===== src/rtl/column_drain_reader_if.sv =====
// column_drain_reader_if: valid/ready word stream from the column drain reader to the chip serializer
interface column_drain_reader_if #(
  parameter int W = 27
) ();
  logic [W-1:0] out_data;
  logic         out_valid;
  logic         out_ready;
  modport master (output out_data, output out_valid, input out_ready);
  modport slave (input out_data, input out_valid, output out_ready);
endinterface


===== src/rtl/column_drain_reader.sv =====
// column_drain_reader: freezes the matrix, drains hit columns lowest index first onto a valid/ready stream; define READOUT_TIMESTAMP_EN to prefix words with the freeze-cycle BCID
module column_drain_reader #(
  parameter int NCOL     = 56,
  parameter int DATA_W   = 21,
  parameter int COL_W    = 6,
  parameter int BCID_W   = 6,
  parameter int FRZ_DLY  = 2,
  parameter int READ_LEN = 2,
  parameter int TOK_DLY  = 2
) (
  input  logic                     CLK,
  input  logic                     RST,
  input  logic                     EN,
  input  logic [NCOL-1:0]          nTOK,
  input  logic [NCOL*DATA_W-1:0]   Data,
  output logic [NCOL-1:0]          Read,
  output logic [NCOL-1:0]          FREEZE,
  output logic [BCID_W-1:0]        BCID,
  output logic                     busy,
  column_drain_reader_if.master    dout
);
  typedef enum logic [2:0] {IDLE, FRZ, SEL, RD, PUSH, GAP, UNFRZ} state_t;
  localparam logic [7:0] LAST_F = 8'(FRZ_DLY - 1);
  localparam logic [7:0] LAST_R = 8'(READ_LEN - 1);
  localparam logic [7:0] LAST_T = 8'(TOK_DLY - 1);
  state_t            state;
  logic [NCOL-1:0]   tok_q;
  logic [BCID_W-1:0] bin, bin_nxt;
  logic [COL_W-1:0]  col, lo_col;
  logic [DATA_W-1:0] col_data;
  logic [7:0]        cnt;
  logic              frz, any_hit;
`ifdef READOUT_TIMESTAMP_EN
  logic [BCID_W-1:0] bcid_frz;
`endif
  assign FREEZE   = {NCOL{frz}};
  assign bin_nxt  = bin + 1'b1;
  assign any_hit  = ~&tok_q;
  assign col_data = Data[col*DATA_W +: DATA_W];
  // lowest-index column still presenting a token
  always_comb begin
    lo_col = '0;
    for (int i = NCOL - 1; i >= 0; i--) if (!tok_q[i]) lo_col = COL_W'(i);
  end
  // token sampling and free-running Gray timestamp (BCID always equals gray(bin))
  always_ff @(posedge CLK or posedge RST)
    if (RST) begin
      tok_q <= '1;
      bin   <= '0;
      BCID  <= '0;
    end else begin
      tok_q <= nTOK;
      bin   <= bin_nxt;
      BCID  <= bin_nxt ^ (bin_nxt >> 1);
    end
  // readout sequencer: freeze, select lowest token, read, push word, let the token settle
  always_ff @(posedge CLK or posedge RST)
    if (RST) begin
      state          <= IDLE;
      frz            <= 1'b0;
      Read           <= '0;
      busy           <= 1'b0;
      col            <= '0;
      cnt            <= '0;
      dout.out_valid <= 1'b0;
      dout.out_data  <= '0;
`ifdef READOUT_TIMESTAMP_EN
      bcid_frz       <= '0;
`endif
    end else begin
      case (state)
        IDLE:
          if (EN && any_hit) begin
            state <= FRZ;
            frz   <= 1'b1;
            busy  <= 1'b1;
            cnt   <= '0;
`ifdef READOUT_TIMESTAMP_EN
            bcid_frz <= BCID;
`endif
          end
        FRZ:
          if (cnt == LAST_F) begin
            cnt   <= '0;
            state <= SEL;
          end else cnt <= cnt + 1'b1;
        SEL:
          if (any_hit) begin
            col   <= lo_col;
            Read  <= NCOL'(1) << lo_col;
            state <= RD;
          end else begin
            frz   <= 1'b0;
            state <= UNFRZ;
          end
        RD:
          if (cnt == LAST_R) begin
            cnt            <= '0;
            Read           <= '0;
            dout.out_valid <= 1'b1;
`ifdef READOUT_TIMESTAMP_EN
            dout.out_data  <= {bcid_frz, col, col_data};
`else
            dout.out_data  <= {col, col_data};
`endif
            state          <= PUSH;
          end else cnt <= cnt + 1'b1;
        PUSH:
          if (dout.out_ready) begin
            dout.out_valid <= 1'b0;
            state          <= GAP;
          end
        GAP:
          if (cnt == LAST_T) begin
            cnt   <= '0;
            state <= SEL;
          end else cnt <= cnt + 1'b1;
        UNFRZ: begin
          busy  <= 1'b0;
          state <= IDLE;
        end
        default: state <= IDLE;
      endcase
    end
endmodule

===== src/flat_wrapper.sv =====
// flat-port wrapper written by rule: the top's interface ports become plain ports
module column_drain_reader_flat 
#(
  parameter int NCOL     = 56,
  parameter int DATA_W   = 21,
  parameter int COL_W    = 6,
  parameter int BCID_W   = 6,
  parameter int FRZ_DLY  = 2,
  parameter int READ_LEN = 2,
  parameter int TOK_DLY  = 2
)
  (CLK, RST, EN, nTOK, Data, Read, FREEZE, BCID, busy, dout_out_data, dout_out_valid, dout_out_ready);
  column_drain_reader_if dout_i ();
  input  logic CLK;
  input  logic RST;
  input  logic EN;
  input  logic [NCOL-1:0] nTOK;
  input  logic [NCOL*DATA_W-1:0] Data;
  output logic [NCOL-1:0] Read;
  output logic [NCOL-1:0] FREEZE;
  output logic [BCID_W-1:0] BCID;
  output logic busy;
  output wire logic [$bits(dout_i.out_data)-1:0] dout_out_data;
  output wire logic [$bits(dout_i.out_valid)-1:0] dout_out_valid;
  input wire logic [$bits(dout_i.out_ready)-1:0] dout_out_ready;
  assign dout_out_data = dout_i.out_data;
  assign dout_out_valid = dout_i.out_valid;
  assign dout_i.out_ready = dout_out_ready;
  column_drain_reader #(.NCOL(NCOL), .DATA_W(DATA_W), .COL_W(COL_W), .BCID_W(BCID_W), .FRZ_DLY(FRZ_DLY), .READ_LEN(READ_LEN), .TOK_DLY(TOK_DLY)) u_core (.CLK(CLK), .RST(RST), .EN(EN), .nTOK(nTOK), .Data(Data), .Read(Read), .FREEZE(FREEZE), .BCID(BCID), .busy(busy), .dout(dout_i));
endmodule

===== config.mk =====
export PLATFORM = sky130hd
export DESIGN_NAME = column_drain_reader_flat
export DESIGN_NICKNAME = d
export VERILOG_FILES = /design/src/rtl/column_drain_reader_if.sv /design/src/rtl/column_drain_reader.sv /design/src/flat_wrapper.sv
export SDC_FILE = /design/constraint.sdc
export NUM_CORES = 1
export LEC_CHECK = 0
export CAP_MARGIN = 30
export CORE_AREA = 2 2 539 541
export CTS_CLUSTER_DIAMETER = 30
export DETAILED_ROUTE_END_ITERATION = 8
export DIE_AREA = 0 0 541 543
export PLACE_DENSITY = 0.31
export SLEW_MARGIN = 20
export SYNTH_ARGS = -nofsm -noshare
export SYNTH_HDL_FRONTEND = slang
export SYNTH_SLANG_ARGS = --single-unit

===== constraint.sdc =====
create_clock -name CLK -period 8.4 [get_ports CLK]
set_input_delay 0.84 -clock CLK [delete_from_list [all_inputs] [get_ports CLK]]
set_output_delay 0.84 -clock CLK [all_outputs]
set_load 0.05 [all_outputs]

==> metrics.cfg <==
[clock_network]
cts_tree=built
cts-root-buf=clkbuf_16
post-cts-setup-buffer-count=0
cts-hold-fix-buffers=0
htreeDepth=4
clock-sinks=170
path_clk_slew_ns=0.12
numCtsBuffers=17
cts.path.max_buffers=2
cts-resized-gates=0
clk_latency_ns=0.54

[sta]
min_period_over_period_pct=46.97
timing.fmax_mhz=253.5
relSlewSlack_pct=30.11
fin_skew_ns=0.04365
setup_viol=0
slew_viol_final=0
hold_viol_final=0
tns_ns=0
worstMarginPinSlew_ns=1.037
rsz0062_at_grt=no
period_minus_slack_ns=3.945

[place]
hpwlAfterDp_um=167900
numPortBuffers=1382
gp_congestion=0.9135

[synthesis]
synthTopCellsByArea=mux4_2 (46%), dfrtp_1 (17%), dfstp_2 (8.9%)
synth_edf_count=0
synth.net_count=2481
synth.avg_cell_area_sq_um=13.28
synthesis.area_sq_um=16500
ys_types=62
yosys.area.top_type=mux4_2
syn_inst=1242
async_flop_share_pct=100.0
ys.flop_type=dfrtp_1
synth.top_cell.area_share_pct=46.14
ys_seq_area_share_pct=26.21
ys_ff_latch=170
yosysWarnings=0

[finish]
syn2layout_area_growth_pct=113.4
layout_commonest_cell=clkdlybuf4s50_1
fin_nets=3743
utilization_pct=12.25
drive_above_1_share_pct=19.51
mostFrequentLayoutCells=clkdlybuf4s50_1 (1382), mux4_2 (338), dfrtp_1 (109), nand2_1 (106), mux2i_1 (81)

[worst_setup_path]
slowest_stage=dfrtp_4
cpPeakStageDelay_ns=0.93
cp.arrival_ns=4.35
path_cells=buf_12, buf_4, mux4_2, mux2i_1, o21ai_0, a22oi_1, o21ai_0
start_kind=flop
cp_max_fo=84
crit_buf_inv=2
path_class=flop to flop
crit_required_ns=8.80
cpMostUsedCell=o21ai_0
cp-end-kind=flop
path_delay_family=buffers and inverters

[global_routing]
grt_pass1_vias=19890
met2_usage_pct=21.90
use_met1_pct=14.37
grtUsageMet3_pct=3.680
antenna_found_initial=124
track_usage_pct=12.37
grt_pass1_wl_um=231500
busiest_layer=met2
grt_remaining_overflow=0
grt_start_max_net_pins=107

[floorplanning]
rows=197
die_w_um=541
ios=1383
die_area_sq_um=293800
core-area_sq_um=287400
start_util_pct=5.740
fp.dieH_um=543

[drt]
ant_nets=0
num_vias=18600
dr.pass1.iters=8
drt-initial-drc-count=1212
drc=0
wire_per_inst_um=29.82
routed_via_density=2.939
wl_um=188800

[job]
cap_violations=0

[hold_path]
hp-class=flop to flop

[power_and_ir_drop]
power_leakage_nw=11.28
ir_drop_mv=0.1733
power_density_nw_per_um2=225.5

[run_status]
status=complete, no violations

-- worst register-to-register path, delay by kind of cell (launching register included) --
family,cells,cell delay (ns)
AO/OA/AOI/OAI,3,0.72
buffers and inverters,2,1.38
flip-flops,1,0.93
multiplexers,2,0.79
-- area by class of cell --
type | instances | area, sq um
Inverter | 24 | 97.59
Fill cell | 32460 | 252200
Sequential cell | 170 | 4343
Clock buffer | 17 | 425.4
Multi-Input combinational cell | 875 | 11140
Tap cell | 3781 | 4731
Timing Repair Buffer | 1416 | 14210
Antenna cell | 33 | 82.58
Clock inverter | 15 | 171.4
-- synth_stat cells, types with 4 or more instances --
library cell  instances
a21oi_1              22
a22oi_1              19
a31oi_1              13
a32o_1               14
buf_1                17
buf_2                45
buf_4                61
buf_6                 5
clkbuf_1             45
dfrtp_1             114
dfstp_2              56
inv_1                23
mux2_2                5
mux2i_1              81
mux4_2              338
nand2_1             107
nand2b_1              5
nand3_1              20
nand4_1              18
nor2_1               26
nor2b_1               5
nor3_1               10
o21a_1                4
o21ai_0              66
o21ai_1              27
o22a_1               19
o31ai_1              13
or2_2                 5
xnor2_1               4
xor2_1                5
-- logic make-up after synthesis --
logic type / after synthesis / share of synthesized area [%]
adder cells (fa/ha/maj): 3 / 0.2276
multiplexers: 424 / 51.40
flip-flops: 170 / 26.21
AO/OA/AOI/OAI: 219 / 8.624
XOR/XNOR: 9 / 0.4778
AND/OR/NAND/NOR: 220 / 6.621
buffers and inverters: 197 / 6.439
-- report_power, final --
part	total, mW	leakage, nW	internal (mW)	switching [mW]
registers	1.27	2.07	0.947	0.318
logic	5.77	8.91	2.58	3.19
clock network	0.902	0.289	0.402	0.501
total	7.94	11.3	3.93	4.01
-- stage by stage --
| stage | power, mW | hold WS [ns] | instances | instance area, sq um | worst slack [ns] |
|---|---|---|---|---|---|
| after floorplan | 4.238 | 0.4795 | 1242 | 16500 | 3.049 |
| after global placement | 7.356 | 0.4604 | 6260 | 34420 | 4.045 |
| after detailed placement | 7.364 | 0.4669 | 6266 | 34520 | 4.112 |
| after CTS | 8.329 | 0.4881 | 6298 | 35110 | 4.101 |
| after global routing | 8.442 | 0.4991 | 6311 | 35150 | 4.030 |
| final | 7.938 | 0.4807 | 6331 | 35200 | 4.455 |
-- final timing paths --
check	slack, ns	cells past startpoint	to	from
max	4.45	7	u_core.dout.out_data[14]	u_core.col[0]
min in group asynchronous	0.82	2	u_core.dout.out_data[14]	RST
min	0.48	2	u_core.dout.out_data[22]	u_core.dout.out_data[22]
min reg2reg	0.48	2	u_core.dout.out_data[22]	u_core.dout.out_data[22]
max reg2reg	4.45	7	u_core.dout.out_data[14]	u_core.col[0]
max in group asynchronous	6.30	3	u_core.col[4]	RST
-- metal layers --
metal	part of all wire, %	wire length, um	up-vias
li1	-	-	7690
met1	39	74360	9428
met2	50	93550	1210
met3	7.8	14710	226
met4	3.1	5843	50
met5	0.15	292	-
-- state kept, by name, summed over array words and instances, names as in the netlist --
register	cells
u_core.frz	1
u_core.dout.out_data	27
u_core.state	3
u_core.col	6
u_core.cnt	8
u_core.BCID	6
u_core.Read	56
u_core.dout.out_valid	1
u_core.bin	5
u_core.busy	1
u_core.tok_q	56
Note: power is estimated with default switching activity, not from simulation.
